[src/rtl/p405s_pfb_predecode_fifo.sv]
// Prefetch-buffer FIFO that classifies each fetched word as b/bc/bclr/bcctr on entry.
// Optional macro PFB_PREDECODE_BCCTR_EN enables bcctr classification and its storage bit.
module p405s_pfb_predecode_fifo #(
    parameter int DEPTH = 4,
    parameter int TAG_W = 4,
    parameter int CNT_W = $clog2(DEPTH) + 1
) (
    input  logic             CB,
    input  logic             resetN,
    input  logic             flush,
    input  logic             inValid,
    output logic             inReady,
    input  logic [0:31]      inInstr,
    input  logic [TAG_W-1:0] inTag,
    output logic             outValid,
    input  logic             outReady,
    output logic [0:31]      outInstr,
    output logic [TAG_W-1:0] outTag,
    output logic             outIsB,
    output logic             outIsBc,
    output logic             outIsBclr,
    output logic             outIsBcctr,
    output logic             outLk,
    output logic [CNT_W-1:0] count
);

    localparam int PTR_W = $clog2(DEPTH);

    logic [PTR_W-1:0] rd_ptr_q, rd_ptr_d;
    logic [PTR_W-1:0] wr_ptr_q, wr_ptr_d;
    logic [CNT_W-1:0] count_q, count_d;

    logic [0:31]      instr_q [DEPTH];
    logic [TAG_W-1:0] tag_q   [DEPTH];
    logic             is_b_q    [DEPTH];
    logic             is_bc_q   [DEPTH];
    logic             is_bclr_q [DEPTH];
    logic             lk_q      [DEPTH];
`ifdef PFB_PREDECODE_BCCTR_EN
    logic             is_bcctr_q [DEPTH];
`endif

    // Predecode on the incoming word, IBM bit numbering (bit 0 = MSB)
    logic [5:0] opcd;
    logic [9:0] xo;
    logic       dec_b, dec_bc, dec_bclr, dec_bcctr, dec_lk;

    always_comb begin
        opcd     = inInstr[0:5];
        xo       = inInstr[21:30];
        dec_b    = (opcd == 6'd18);
        dec_bc   = (opcd == 6'd16);
        dec_bclr = (opcd == 6'd19) && (xo == 10'd16);
`ifdef PFB_PREDECODE_BCCTR_EN
        dec_bcctr = (opcd == 6'd19) && (xo == 10'd528);
`else
        dec_bcctr = 1'b0;
`endif
        dec_lk   = inInstr[31] & (dec_b | dec_bc | dec_bclr | dec_bcctr);
    end

    logic push, pop;

    always_comb begin
        inReady  = (count_q != CNT_W'(DEPTH));
        outValid = (count_q != '0);
        push     = inValid & inReady & ~flush;
        pop      = outValid & outReady & ~flush;

        rd_ptr_d = rd_ptr_q;
        wr_ptr_d = wr_ptr_q;
        count_d  = count_q;
        if (push) wr_ptr_d = wr_ptr_q + PTR_W'(1);
        if (pop)  rd_ptr_d = rd_ptr_q + PTR_W'(1);
        if (push && !pop)      count_d = count_q + CNT_W'(1);
        else if (pop && !push) count_d = count_q - CNT_W'(1);
    end

    always_ff @(posedge CB) begin
        if (!resetN) begin
            rd_ptr_q <= '0;
            wr_ptr_q <= '0;
            count_q  <= '0;
        end else if (flush) begin
            rd_ptr_q <= '0;
            wr_ptr_q <= '0;
            count_q  <= '0;
        end else begin
            rd_ptr_q <= rd_ptr_d;
            wr_ptr_q <= wr_ptr_d;
            count_q  <= count_d;
        end
    end

    // Storage is written only on an accepted push, so junk on inInstr never lands in state
    always_ff @(posedge CB) begin
        if (resetN && push) begin
            instr_q[wr_ptr_q]   <= inInstr;
            tag_q[wr_ptr_q]     <= inTag;
            is_b_q[wr_ptr_q]    <= dec_b;
            is_bc_q[wr_ptr_q]   <= dec_bc;
            is_bclr_q[wr_ptr_q] <= dec_bclr;
            lk_q[wr_ptr_q]      <= dec_lk;
`ifdef PFB_PREDECODE_BCCTR_EN
            is_bcctr_q[wr_ptr_q] <= dec_bcctr;
`endif
        end
    end

    always_comb begin
        outInstr   = '0;
        outTag     = '0;
        outIsB     = 1'b0;
        outIsBc    = 1'b0;
        outIsBclr  = 1'b0;
        outIsBcctr = 1'b0;
        outLk      = 1'b0;
        if (outValid) begin
            outInstr  = instr_q[rd_ptr_q];
            outTag    = tag_q[rd_ptr_q];
            outIsB    = is_b_q[rd_ptr_q];
            outIsBc   = is_bc_q[rd_ptr_q];
            outIsBclr = is_bclr_q[rd_ptr_q];
            outLk     = lk_q[rd_ptr_q];
`ifdef PFB_PREDECODE_BCCTR_EN
            outIsBcctr = is_bcctr_q[rd_ptr_q];
`endif
        end
    end

    assign count = count_q;

endmodule
[config.mk]
export PLATFORM = sky130hd
export DESIGN_NAME = p405s_pfb_predecode_fifo
export DESIGN_NICKNAME = d
export VERILOG_FILES = /design/src/rtl/p405s_pfb_predecode_fifo.sv
export SDC_FILE = /design/constraint.sdc
export NUM_CORES = 1
export LEC_CHECK = 0
export ABC_AREA = 0
export BUFFER_PORTS_ARGS = -buffer_cell sky130_fd_sc_hd__buf_4
export CAP_MARGIN = 20
export CORE_MARGIN = 2
export CORE_UTILIZATION = 57
export DETAILED_ROUTE_END_ITERATION = 8
export PLACE_DENSITY = 0.85
export SETUP_SLACK_MARGIN = 0.3
export SLEW_MARGIN = 20
export SYNTH_ARGS = -nofsm -noshare
export SYNTH_HDL_FRONTEND = slang
export SYNTH_SLANG_ARGS = --single-unit
[constraint.sdc]
create_clock -name CB -period 2.85 [get_ports CB]
set_input_delay 0.4275 -clock CB [delete_from_list [all_inputs] [get_ports CB]]
set_output_delay 0.4275 -clock CB [all_outputs]
set_load 0.005 [all_outputs]
Word level (Yosys, flattened, before mapping)

Memory sizes are Yosys's and may differ from the RTL's. A register that Yosys moved wholly into a read port is not among the register bits.
Index checks and enable logic that the tools add are counted.
Widths: inputs -> output; s select.

Bits in writable memories: 160
Word-level logic and storage cells: 58
Output and inout port bits: 46
Input bits: 41
Flip-flop bits (word level): 7
Memories: 6

Reduce and logical (&&, ||, !) cells: 9
$add $sub $neg: 4
Muxes and demuxes: 22
Bitwise operators: 9
Equal/unequal tests: 5

Memory list:

| memory    | words | width | read ports | clocked after memory_dff | wr ports | RTL line | source |
|---|---|---|---|---|---|---|---|
| instr_q   | 4     | 32    | 1          | 1                        | 1        | 33       | `logic [0:31] instr_q [DEPTH];` |
| tag_q     | 4     | 4     | 1          | 1                        | 1        | 34       | `logic [TAG_W-1:0] tag_q [DEPTH];` |
| is_b_q    | 4     | 1     | 1          | 1                        | 1        | 35       | `logic is_b_q [DEPTH];` |
| is_bc_q   | 4     | 1     | 1          | 1                        | 1        | 36       | `logic is_bc_q [DEPTH];` |
| is_bclr_q | 4     | 1     | 1          | 1                        | 1        | 37       | `logic is_bclr_q [DEPTH];` |
| lk_q      | 4     | 1     | 1          | 1                        | 1        | 38       | `logic lk_q [DEPTH];` |

Operators with widths:

| cell                | number |
|---|---|
| $mux 32             | 1 |
| $mux 2              | 12 |
| $eq 6x5->1 const B  | 3 |
| $eq 10x5->1 const B | 1 |
| $mux 1              | 6 |
| $mux 3              | 2 |
| $and 1x1->1         | 5 |
| $add 2x1->2 const B | 2 |
| $logic_and 1x1->1   | 4 |
| $mux 4              | 1 |
| $add 3x1->3 const B | 1 |
| $ne 3x3->1 const B  | 1 |
| $reduce_bool 3->1   | 1 |
| $sub 3x1->3 const B | 1 |
| $logic_not 1->1     | 2 |
| $not 1->1           | 2 |
| $or 1x1->1          | 2 |
| $reduce_bool 2->1   | 1 |
| $reduce_or 2->1     | 1 |

Longest topological paths before layout

Word-level depth: 7
Gate-level depth with buffers: 10
Mapped depth without buffers: 8

Least setup slack after synthesis

Ideal clock, no wire load.

Kind: reg-to-reg
Start point: register count_q[0], in the netlist count[0]
End point: memory instr_q[1][0] in the netlist's numbering (enable)
Cell stages (with the launch flop): 6
Library setup time: 401 ps
Clock period less this slack: 2,358 ps
Buffers on the path: 2
Setup slack: 492 ps
Required time: 2,449 ps
Arrival time: 1,956 ps
Cells stage by stage: dfxtp_1 -> or3b_1 -> buf_2 -> and2_4 -> buf_6 -> and3_1

Cells in the longest elaborated chain, start to end: 6

Ends and longest elaborated chain:

| item                         | RTL line | source |
|---|---|---|
| start: declaration           | 31       | `logic [CNT_W-1:0] count_q, count_d;` |
| start signal: assignment     | 91       | `count_q <= count_d;` |
| $ne 3x3->1                   | 65       | `inReady = (count_q != CNT_W'(DEPTH));` |
| net inReady                  | 12       | `output logic inReady,` |
| $and 1x1->1 (2 in a row)     | 67       | `push = inValid & inReady & ~flush;` |
| net push                     | 62       | `logic push, pop;` |
| $logic_and 1x1->1            | 97       | `if (resetN && push) begin` |
| $mux 1                       | 97       |  |
| $mux 1 (implied by the code) | 98       | `instr_q[wr_ptr_q] <= inInstr;` |
| end: declaration             | 33       |  |

The timed path passes the listed nets, and every way through them passes these cells.

==> qor.yml <==
finalWirelength_um: 12500
wl_met2_um: 6467
critPathRequiredTime_ns: 2.42
p_sw_share_pct: 20.79
worstSetupPathType: "flip-flop to primary output"
reg2reg_from: "count[0]"
synth.net_count: 366
maxCapViolCount: 0
path_clk_slew_ns: 0.07
arrival_ns: 1.98
drv_slew: 0
ys_seq_area_share_pct: 75.45
vias: 3371
start_util_pct: 58.10
placed_cell_area_sq_mm: 0.007455
highest_layer: "met4"
ant_nets: 0
final_cells: 574
place_inst: 540
die_w_um: 111.7
cts_tree: "yes"
grt_pass1_wl_um: 19110
fmax_ghz: 0.4146
io_pins: 87
grt_pass1_vias: 3490
period_share_pct: 84.62
min_to: "tag_q[3][3]"
diodes: 0
cts.hold.buffers_added: 0
grt_remaining_overflow: 0
synthToLayoutAreaGrowth_pct: 21.44
cp_max_fo: 25
clkSinkCount: 169
worst_slew_pin_slew_ns: 0.6483
clock_path_buffers: 2
wl_met3_um: 964
relSlewSlack_pct: 56.17
synth_area_sq_mm: 0.006606
r2r.worst_path.cells: 8
drt_first_pass_iters: 5
ys_types: 35
setup_viol: 0
nets: 465
cp-end-kind: "primary output"
fin_worst_skew_ns: 0.007834
power.density_mw_per_mm2: 646.4
yosysTopAreaCellShare_pct: 72.73
finalInstanceArea_sq_mm: 0.008023
hp-start: "inTag[3]"
holdWs_ns: 0.2003
hp-class: "input pin to flip-flop"
drtIter0Drc: 240
yosys-top-cells-area: "edfxtp_1, mux4_2, and2_1"
pwr-share-comb_pct: 6.2
worst_setup_path_start_kind: "flip-flop"
ff2ff_setup_slack_ns: 0.56
route.detailed.drc: 0
syn_avg_cell_area_sq_um: 20.71
postCtsResizedCells: 0
num_rows: 39
root_buffer: "clkbuf_16"
fin_crit_ns: 2.412
synth-seq-cells: 169
wire_per_inst_um: 21.78
rsz0062_at_grt: "false"
synth_top_area_cell: "edfxtp_1"
cts_setup_buffers: 2
finalSetupTns_ns: 0
yosysWarningCount: 0
io_buffers: 85
cts_made_buffers: 17
p_seq_share_pct: 53.0
grt_max_degree: 42
vias_per_cell: 5.873
switchingPower_mw: 1.078
syn_inst: 319
core_sq_mm: 0.01137
place_congestion: 0.7725
rr_endpoint: "count[2]"
dieArea_sq_mm: 0.01247
drive_gt1_share_pct: 40.84
htree_levels: 4
intPower_mw: 4.108
grt_usage_pct: 21.18
dp_hpwl_um: 7276
antenna_found_initial: 0
hold_viol_final: 0
leakage_nw: 2.735
dieHeight_um: 111.7
wl_met1_um: 4837
outcome: "completed"
vdd_drop_max_mv: 0.4242
pwr-share-clk_pct: 40.8
hold_depth: 1
insertion_delay_ns: 0.42
[cells in the final DEF (no fill, tap or decap), types with 2 or more instances in the layout]
master | Yosys | final
dfxtp_1 | 9 | 7
clkinv_1 | 0 | 3
inv_6 | 0 | 2
clkinv_4 | 0 | 3
and3_2 | 0 | 4
and2_1 | 40 | 40
nor2b_1 | 2 | 2
xor2_1 | 4 | 4
inv_1 | 3 | 3
or3_1 | 2 | 2
nor2_1 | 6 | 6
buf_12 | 0 | 3
nor3_1 | 2 | 2
nand2_1 | 2 | 2
nor4b_1 | 3 | 3
clkbuf_16 | 0 | 17
ha_1 | 5 | 5
clkinvlp_4 | 0 | 5
a21oi_1 | 3 | 3
edfxtp_1 | 160 | 160
buf_4 | 5 | 94
mux4_2 | 40 | 40
nand3_1 | 2 | 2
[synthesized netlist by cell type]
master / count
conb_1: 1
nor2b_1: 2
ha_1: 5
edfxtp_1: 160
xor2_1: 4
nor3b_1: 1
dfxtp_1: 9
a21o_1: 1
nand3_1: 2
and2_1: 40
inv_1: 3
or3_1: 2
or4b_2: 1
mux2i_1: 1
nor2_1: 6
o311ai_0: 1
and2_4: 1
nand2_1: 2
nand4_1: 1
buf_4: 5
nand2b_1: 1
o31ai_2: 1
or2_2: 1
nor3_1: 2
buf_6: 1
buf_2: 1
o21ai_0: 1
clkbuf_1: 10
o31ai_1: 1
fa_1: 1
and3_1: 4
or3b_1: 1
nor4b_1: 3
mux4_2: 40
a21oi_1: 3
[state kept, by name, summed over array words and instances (netlist names), named ones only]
| register | count |
|---|---|
| count | 3 |
| instr_q | 128 |
| is_b_q | 4 |
| is_bc_q | 4 |
| is_bclr_q | 4 |
| lk_q | 4 |
| rd_ptr_q | 2 |
| tag_q | 16 |
| wr_ptr_q | 2 |
[cells by family (layout without fill, tap and decap cells)]
logic type,after synthesis,count (layout),synth area share [%]
XOR/XNOR,4,4,0.5302
AND/OR/NAND/NOR,70,70,6.515
other,1,1,0.05676
flip-flops,169,169,75.45
adder cells (fa/ha/maj),6,6,1.250
buffers and inverters,20,132,1.553
AO/OA/AOI/OAI,8,8,0.8522
multiplexers,41,41,13.79
[layer usage]
metal  vias to the layer above  track usage, %
met5                         -               0
met2                       162           33.41
met4                         0           8.477
met3                        26           7.131
met1                      1704           27.61
li1                       1479               -
[cell type report]
class / instances / area [sq um]
tap: 143 / 178.9
inverter: 3 / 11.26
clock inverter: 15 / 127.6
sequential: 169 / 4990
multi-input combinational: 130 / 1524
timing repair buffer: 97 / 765.7
fill: 672 / 3347
clock buffer: 17 / 425.4
[worst max path at each step]
stage          startpoint             to  slack (ns)  cells after the start
6_report        flip-flop   outInstr[23]        0.44                      4
3_5_place_dp        flush       count[2]        0.56                      9
2_1_floorplan    count[0]  instr_q[1][0]        0.49                      5
3_3_place_gp        flush       count[2]        0.65                      9
4_1_cts         flip-flop    outInstr[4]        0.41                      4
5_1_grt         flip-flop    outInstr[4]        0.37                      4
[stage by stage]
step                setup WS (ns)  total power, mW  util, %
finish                     0.4383            5.186    70.56
global route               0.3669            5.352    70.56
CTS                        0.4099            5.228    70.56
detailed placement         0.5589            3.120    65.57
global placement           0.6510            3.109    65.57
floorplan                  0.4923            2.942        -
[power by group through the flow]
stage | logic (mW) | clock network (mW) | registers (mW)
final | 0.319 | 2.12 | 2.75
after global routing | 0.346 | 2.25 | 2.75
after CTS | 0.324 | 2.15 | 2.75
after detailed placement | 0.313 | 0 | 2.81
after global placement | 0.304 | 0 | 2.81
after floorplan | 0.140 | 0 | 2.80
[worst max-delay path: stages, from the launching register on]
cell     delay (ns)
dfxtp_2        0.63
buf_12         0.27
mux4_2         0.33
and2_1         0.17
buf_4          0.14
No activity file was read; power rests on OpenSTA's default activity.
